### src/rtl/mul_div_unit.sv
// Iterative unsigned multiply/divide unit (MUL/MULHU/DIVU/REMU) for the execute stage.
// One shift-add or restoring-divide step per cycle; fixed latency for every op.
module mul_div_unit #(
  parameter int WIDTH = 32
) (
  input  logic             clk,
  input  logic             rst,
  input  logic             start,
  input  logic [1:0]       op,
  input  logic [WIDTH-1:0] A,
  input  logic [WIDTH-1:0] B,
  output logic             busy,
  output logic             done,
  output logic [WIDTH-1:0] result,
  output logic             Zero_Flag,
  output logic             Sign_Flag
);

  localparam int CNT_W = $clog2(WIDTH);
  localparam logic [CNT_W-1:0] LAST = CNT_W'(WIDTH - 1);

  typedef enum logic [1:0] {
    S_IDLE = 2'd0,
    S_BUSY = 2'd1,
    S_DONE = 2'd2
  } state_t;

  state_t               r_state;
  state_t               w_state_nxt;
  logic [2*WIDTH-1:0]   r_acc;
  logic [2*WIDTH-1:0]   w_acc_nxt;
  logic [WIDTH-1:0]     r_b;
  logic [1:0]           r_op;
  logic [CNT_W-1:0]     r_cnt;
  logic [WIDTH-1:0]     r_result;
  logic [WIDTH-1:0]     w_hi;
  logic [WIDTH-1:0]     w_lo;
  logic [WIDTH:0]       w_sum;
  logic [WIDTH:0]       w_part;
  logic [WIDTH-1:0]     w_diff;
  logic                 w_ge;
  logic [WIDTH-1:0]     w_res;
  logic                 w_accept;

  assign w_hi     = r_acc[2*WIDTH-1:WIDTH];
  assign w_lo     = r_acc[WIDTH-1:0];
  assign w_accept = start && ((r_state == S_IDLE) || (r_state == S_DONE));

  // State register
  always_ff @(posedge clk) begin
    if (rst) begin
      r_state <= S_IDLE;
    end else begin
      r_state <= w_state_nxt;
    end
  end

  // Next-state logic
  always_comb begin
    w_state_nxt = r_state;
    case (r_state)
      S_IDLE: begin
        if (start) w_state_nxt = S_BUSY;
        else       w_state_nxt = S_IDLE;
      end
      S_BUSY: begin
        if (r_cnt == LAST) w_state_nxt = S_DONE;
        else               w_state_nxt = S_BUSY;
      end
      S_DONE: begin
        if (start) w_state_nxt = S_BUSY;
        else       w_state_nxt = S_IDLE;
      end
      default: w_state_nxt = S_IDLE;
    endcase
  end

  // Status outputs decoded from the state register
  always_comb begin
    busy = 1'b0;
    done = 1'b0;
    case (r_state)
      S_BUSY:  busy = 1'b1;
      S_DONE:  done = 1'b1;
      default: begin
        busy = 1'b0;
        done = 1'b0;
      end
    endcase
  end

  // One iteration: acc holds {product_hi, multiplier} or {remainder, dividend/quotient}.
  // With a zero divisor every step subtracts nothing, giving quotient all-ones and remainder A.
  always_comb begin
    w_sum  = {1'b0, w_hi} + (w_lo[0] ? {1'b0, r_b} : {(WIDTH+1){1'b0}});
    w_part = {w_hi, w_lo[WIDTH-1]};
    w_ge   = (w_part >= {1'b0, r_b});
    w_diff = w_part[WIDTH-1:0] - r_b;
    if (r_op[1]) begin
      if (w_ge) w_acc_nxt = {w_diff, w_lo[WIDTH-2:0], 1'b1};
      else      w_acc_nxt = {w_part[WIDTH-1:0], w_lo[WIDTH-2:0], 1'b0};
    end else begin
      w_acc_nxt = {w_sum, w_lo[WIDTH-1:1]};
    end
    if (r_op[0]) w_res = w_acc_nxt[2*WIDTH-1:WIDTH];
    else         w_res = w_acc_nxt[WIDTH-1:0];
  end

  // Operand latch, iteration datapath and result register
  always_ff @(posedge clk) begin
    if (rst) begin
      r_acc    <= {(2*WIDTH){1'b0}};
      r_b      <= {WIDTH{1'b0}};
      r_op     <= 2'b00;
      r_cnt    <= {CNT_W{1'b0}};
      r_result <= {WIDTH{1'b0}};
    end else if (w_accept) begin
      r_acc <= {{WIDTH{1'b0}}, A};
      r_b   <= B;
      r_op  <= op;
      r_cnt <= {CNT_W{1'b0}};
    end else if (r_state == S_BUSY) begin
      r_acc <= w_acc_nxt;
      r_cnt <= r_cnt + CNT_W'(1);
      if (r_cnt == LAST) r_result <= w_res;
      else               r_result <= r_result;
    end else begin
      r_acc    <= r_acc;
      r_result <= r_result;
    end
  end

  assign result    = r_result;
  assign Zero_Flag = (r_result == {WIDTH{1'b0}});
  assign Sign_Flag = r_result[WIDTH-1];

endmodule

### config.mk
export PLATFORM = sky130hd
export DESIGN_NAME = mul_div_unit
export DESIGN_NICKNAME = d
export VERILOG_FILES = /design/src/rtl/mul_div_unit.sv
export SDC_FILE = /design/constraint.sdc
export NUM_CORES = 1
export LEC_CHECK = 0
export BUFFER_PORTS_ARGS = -buffer_cell sky130_fd_sc_hd__buf_4
export CORE_ASPECT_RATIO = 0.8
export CORE_UTILIZATION = 60
export CTS_BUF_LIST = sky130_fd_sc_hd__clkbuf_8
export DETAILED_ROUTE_END_ITERATION = 10
export PLACE_DENSITY = 0.78
export SYNTH_ARGS = -nofsm -noshare
export SYNTH_HDL_FRONTEND = slang
export SYNTH_SLANG_ARGS = --single-unit
### constraint.sdc
create_clock -name clk -period 4.08 [get_ports clk]
set_input_delay 0.204 -clock clk [delete_from_list [all_inputs] [get_ports clk]]
set_output_delay 0.204 -clock clk [all_outputs]
set_load 0.03 [all_outputs]
==> metrics.cfg, run 1 <==
[outcome]
status=finished clean

[sta]
min_period_ns=3.79
setup_tns_ns=0
fin_crit_sh=0.928
final-max-slew-violation-count=0
setup_viol=0
rsz0062_at_grt=no
maxClockFrequency_mhz=264
worstMarginPinSlew_ns=0.984
finClkSkew_ns=0.0164
relSlewSlack=0.338
hold_viol=0

[layout]
multi_input_comb_area_mm2=0.00665
fillCellCount=1292
area_delta_synth_final_pct=17.3
seq_area_mm2=0.00275
drive_above_1_share=0.138
fin_nets=1584
num_antenna_cells=0
final_area_mm2=0.0117

[pwr]
irDropWorstVdd_mv=0.209
total_power_w=0.00373
cellPowerDensity_mw_per_mm2=320
leakage_nw=4.90

[clocking]
cts_tree=built
clock_path_buffers=2
clkLatencyLatePin_ns=0.48
numClockSinks=137
clkTransAtPathRegs_ns=0.09
cts_max_level=4
post_cts_buffers=0
cts_root_buffer=clkbuf_8
cts_buffers=17

[global_routing]
global_route.usage.total=0.383
antenna_found_initial=2
grt.overflow.total=0
grt_pass1_wl_mm=51.0
grt_max_degree=87
grt_pass1_vias=9536

[drt]
antenna_left=0
via_per_inst=6.30
drt_iter0_drc=1049
drtPass1Iterations=5
wl_mm=32.3
wl_per_cell_um=19.3
remaining_drc_errors=0
vias=10546

[critical_path]
crit_path_end_kind=flop
reg2reg_to=result[27]
critPathTopFamily=compound AO/OA/AOI/OAI gates
crit_chain=buf_4 > and2_1 > ha_1 > a21oi_1 > o21ai_0 > a311oi_1 > nor4_1 > o31ai_1 > xor2_1 > nor2_1 > a31oi_1 > a21oi_1 > a31o_1
reg2regPathDepth=13
slowest_stage=nor4_1
cp.required_ns=4.45
crit_fanout=27
cpMostUsedCell=a21oi_1
r2r_setup_slack_ns=0.29
cp_num_cells=13
crit_type=reg -> reg
critPathLaunchType=flop
critPathBufInv=1
cp_data_arrival_time_ns=4.15
endpoint=result[27]
startpoint=r_acc[0]
cp_slowest_stage_delay_ns=0.87
reg2reg_from=r_acc[0]

[yosys]
synth_top_area_cell=dfxtp_1
ys_seq_elements=137
synthTopCellsByArea=dfxtp_1 28%, ha_1 8.3%, a21oi_1 8.3%
synth.most_common_cell=nand2_1
ys_types=72
seq_area_frac_synth=0.276
synth_warnings=0
synth_common_cells=201 x nand2_1, 164 x a21oi_1, 137 x dfxtp_1
synth_nets=1480
ys_async_sr_fraction=0
netlist_area_mm2=0.00994
netlist.area_leader.share=0.276
avgSynthCellArea_um2=7.40
syn_inst=1343
ys.flop_type=dfxtp_1
synth_edf_count=0

[placement]
dpl.hpwl_mm=23.3
io_buffers=104
place_congestion=0.947
placedInstanceArea_mm2=0.0108

[die]
num_rows=41
io_pins=105
core-area_mm2=0.0160
die_x_um=146
die_y_um=117
fp.dieArea_mm2=0.0171
start_util=0.623

[min_path]
hold_class=in -> reg

[job]
drv_cap=0

worst reg2reg max path: stages, from the launching register on:
cell and delay (ns):
dfxtp_1 0.49, buf_4 0.34, and2_1 0.20, ha_1 0.20, a21oi_1 0.09, o21ai_0 0.37
a311oi_1 0.16, nor4_1 0.87, o31ai_1 0.19, xor2_1 0.16, nor2_1 0.05, a31oi_1 0.25
a21oi_1 0.10, a31o_1 0.20
metrics by stage:
step	hold slack (ns)	utilization	instances	setup slack, ns
3_5_place_dp	0.455	0.677	1597	0.376
6_report	0.00927	0.731	1675	0.294
5_1_grt	0.0128	0.731	1675	0.114
2_1_floorplan	0.340	-	1343	0.984
3_3_place_gp	0.444	0.677	1597	0.434
4_1_cts	0.00126	0.730	1675	0.267
flip-flops by register name (all words and copies together), names as in the netlist:
| register | count |
|---|---|
| r_acc | 64 |
| r_state | 2 |
| result | 32 |
| r_b | 32 |
| r_op | 2 |
| r_cnt | 5 |
cell usage in the layout, fill, tap and decap left out, drive strengths merged, types with 4 or more instances in the layout:
cell type and n:
a2111oi 5, a211oi 17, a21o 22, a21oi 164
a221oi 23, a22oi 16, a31o 7, a31oi 25
and2 38, and3 17, buf 126, clkbuf 17
dfxtp 137, dlygate4sd3 46, ha 66, inv 62
mux2 20, mux2i 28, nand2 201, nand2b 6
nand3 29, nand4 16, nor2 129, nor2b 10
nor3 18, nor4 15, o211ai 6, o21a 4
o21ai 68, o21bai 7, o22ai 6, o31ai 7
or3 6, xnor2 28, xor2 24
layer usage:
layer | GRT usage | share of wire | vias to the layer above
met5 | 0 | 0.00040 | -
met4 | 0.158 | 0.030 | 2
met3 | 0.0643 | 0.089 | 76
met2 | 0.601 | 0.44 | 499
met1 | 0.525 | 0.44 | 4951
li1 | - | - | 5018
where the power goes:
part,internal (W),total [W],switching (W)
logic,0.000443,0.00111,0.000663
clock network,0.000507,0.00116,0.000650
registers,0.00139,0.00146,0.0000694
total,0.00234,0.00373,0.00138
layout make-up:
| class | count | share of cell area |
|---|---|---|
| sequential | 137 | 0.236 |
| clock buffer | 17 | 0.0201 |
| inverter | 53 | 0.0171 |
| timing repair buffer | 172 | 0.121 |
| tap | 215 | 0.0231 |
| multi-input combinational | 1066 | 0.570 |
| clock inverter | 15 | 0.0133 |
worst min path at each step:
| stage | cells past startpoint | endpoint | start | slack, ns |
|---|---|---|---|---|
| 6_report | 3 | r_acc[6] | A[6] | 0.009 |
| 5_1_grt | 3 | r_b[1] | B[1] | 0.01 |
| 4_1_cts | 3 | r_acc[26] | A[26] | 0.001 |
| 3_5_place_dp | 3 | r_acc[20] | A[20] | 0.45 |
| 3_3_place_gp | 3 | r_acc[3] | A[3] | 0.44 |
| 2_1_floorplan | 2 | r_b[10] | B[10] | 0.34 |
cells by family after synthesis:
group | share of synthesized area
simple gates | 0.230
compound gates | 0.253
buf+inv | 0.0568
flops | 0.276
fa+ha+maj | 0.0871
xor+xnor | 0.0458
mux | 0.0509
timing repair:
| item | in CTS | in global routing |
|---|---|---|
| setup endpoints to repair | 0 | 1 |
| hold buffers | 46 | 0 |
| hold endpoints to repair | 46 | 0 |
| resized for setup | 0 | 1 |
(Power assumes the default switching activity.)
==> run 2, diff against run 1 <==
--- a/config.mk
+++ b/config.mk
@@ -5,12 +5,13 @@
 export SDC_FILE = /design/constraint.sdc
 export NUM_CORES = 1
 export LEC_CHECK = 0
+export ABC_AREA = 1
 export BUFFER_PORTS_ARGS = -buffer_cell sky130_fd_sc_hd__buf_4
 export CORE_ASPECT_RATIO = 0.8
 export CORE_UTILIZATION = 60
 export CTS_BUF_LIST = sky130_fd_sc_hd__clkbuf_8
 export DETAILED_ROUTE_END_ITERATION = 10
-export PLACE_DENSITY = 0.78
+export PLACE_DENSITY = 0.77
 export SYNTH_ARGS = -nofsm -noshare
 export SYNTH_HDL_FRONTEND = slang
 export SYNTH_SLANG_ARGS = --single-unit
==> run 2 against run 1 <==
Clock power increased by 9%. First-iteration DRC count increased by 100%. Clock skew increased by 0.017 ns. Final cell count increased by 42%. Non-clock buffer count decreased by 47. Synthesized area increased by 19%. Synthesized cell count increased by 52%. Highest routed layer is now met4.
==> metrics.cfg, run 2 <==
[global_routing]
grtUsageMet1=0.556
grt_pass1_vias=12071
grt_max_degree=100
antenna_found_initial=0
global_route.usage.total=0.402
grt-busiest-layer=met2
grt_pass1_wl_mm=63.8
use_met2=0.620
grt_util_met3=0.0776
grt.overflow.total=0

[die]
core-area_mm2=0.0191
num_rows=45
die_y_um=127
start_util=0.618
fp.dieArea_mm2=0.0202
io_pins=105
die_x_um=159

[pwr]
seq_power_share=0.358
p_sw_frac=0.418
combPwrFrac=0.341
pwr-share-clk=0.301
leakage_nw=7.19
cellPowerDensity_mw_per_mm2=320
irDropWorstVdd_mv=0.217
power.switching_w=0.00176
internal-power_w=0.00245

[sta]
maxClockFrequency_mhz=315
min_period_ns=3.17
setup_viol=0
finClkSkew_ns=0.0336
final-max-slew-violation-count=0
fin_crit_sh=0.778
relSlewSlack=0.135
rsz0062_at_grt=no
worstMarginPinSlew_ns=1.30
hold_viol=0
setup_tns_ns=0

[layout]
num_antenna_cells=0
fin_nets=2243
largest_reg_flops=64
final_cell_mix=660 x nand2_1, 360 x inv_1, 159 x nand3_1
final_util=0.691
final_common_cell=nand2_1
area_delta_synth_final_pct=11.8
drive_above_1_share=0.0906
top_register=r_acc

[yosys]
synth_edf_count=0
ys_types=44
ys_seq_elements=137
synthTopCellsByArea=dfxtp_1 23%, nand2_1 21%, inv_1 11%
avgSynthCellArea_um2=5.79
netlist.area_leader.share=0.233
synth_common_cells=661 x nand2_1, 361 x inv_1, 159 x nand3_1
synth.most_common_cell=nand2_1
ys_async_sr_fraction=0
synth_nets=2175
synth_warnings=0
netlist_area_mm2=0.0118
syn_inst=2038
seq_area_frac_synth=0.233
ys.flop_type=dfxtp_1
synth_top_area_cell=dfxtp_1

[min_path]
hold_class=in -> reg

[drt]
wl_per_cell_um=17.1
antenna_left=0
drtPass1Iterations=6
via_per_inst=5.78
drt_iter0_drc=2096
vias=13750
wl_mm=40.6
remaining_drc_errors=0

[clocking]
cts_root_buffer=clkbuf_8
clkLatencyLatePin_ns=0.50
clock_path_buffers=2
cts_max_level=4
cts_buffers=17
post_cts_buffers=0
cts_tree=built
numClockSinks=137
clkTransAtPathRegs_ns=0.10

[outcome]
status=finished clean

[job]
drv_cap=0

[placement]
io_buffers=104
dpl.hpwl_mm=30.9
place_congestion=1.05

[critical_path]
cp.required_ns=4.44
crit_type=reg -> reg
crit_fanout=21
critPathLaunchType=flop
crit_path_end_kind=flop
cp_data_arrival_time_ns=3.53

-- run 2: cell types whose count changed in the layout (fill, tap and decap cells not counted), sizes merged, moves of 33 or more --
cell	before	now
inv	62	375
o211ai	6	41
and2	38	2
nand2	201	672
nand3	29	166
o21ai	68	132
dlygate4sd3	46	13
-- run 2: power groups by stage --
stage / clock network (W) / logic, W / registers [W]
finish: 0.00127 / 0.00144 / 0.00151
global route: 0.00131 / 0.00160 / 0.00151
global placement: 0 / 0.00136 / 0.00153
CTS: 0.00127 / 0.00140 / 0.00150
detailed placement: 0 / 0.00138 / 0.00153
floorplan: 0 / 0.00106 / 0.00148
-- run 2: path summary, 6_finish.rpt --
check | from | end | slack, ns | cells after the start
setup / recovery | r_acc[0] | result[28] | 0.91 | 14
hold / removal | B[17] | r_b[17] | 0.004 | 3
setup reg to reg | r_acc[0] | result[28] | 0.91 | 14
hold reg to reg | r_cnt[2] | r_cnt[2] | 0.48 | 2
-- run 2: cell type report --
type | instances | area [um2]
Clock inverter | 15 | 196
Multi-Input combinational cell | 1456 | 7330
Clock buffer | 17 | 234
Sequential cell | 137 | 2750
Inverter | 369 | 1390
Tap cell | 258 | 323
Timing Repair Buffer | 125 | 971
Fill cell | 1815 | 5900
-- run 2: logic make-up (layout without fill, tap and decap cells) --
logic type,after synthesis,after routing,synth area share
simple gates,1047,1047,0.386
compound gates,330,330,0.153
xor+xnor,11,11,0.00817
flops,137,137,0.233
buf+inv,445,526,0.147
fa+ha+maj,68,68,0.0734
-- run 2: stage by stage --
stage	instance area (um2)	std cells	setup slack, ns	hold WS [ns]	power [W]
2_1_floorplan	11800	2038	1.52	0.371	0.00253
3_3_place_gp	12600	2332	1.09	0.454	0.00289
3_5_place_dp	12600	2332	1.02	0.465	0.00291
4_1_cts	13200	2377	1.01	0.0000523	0.00417
5_1_grt	13200	2377	0.702	0.0195	0.00442
6_report	13200	2377	0.905	0.00370	0.00422
-- run 2: repair_timing --
item | 4_1_cts | 5_1_grt
hold buffers | 13 | 0
endpoints found under the hold margin | 13 | 0
gates resized for setup | 0 | 0
setup endpoints to repair | 0 | 0
-- run 2: routing by layer --
layer	vias to the layer above	wire length, um
met2	801	17200
li1	6636	-
met5	-	0
met4	0	1360
met3	110	4580
met1	6203	17500
-- run 2: worst max-delay path: stages (launching register included) --
cell,delay (ns)
dfxtp_1,0.83
buf_4,0.33
nand2_1,0.07
inv_1,0.06
ha_1,0.29
a21oi_1,0.27
o21ai_0,0.18
inv_1,0.08
nand2_1,0.07
a21oi_1,0.32
nand3_1,0.14
nand3_1,0.14
nand3_1,0.10
nand2_1,0.11
a21oi_1,0.07
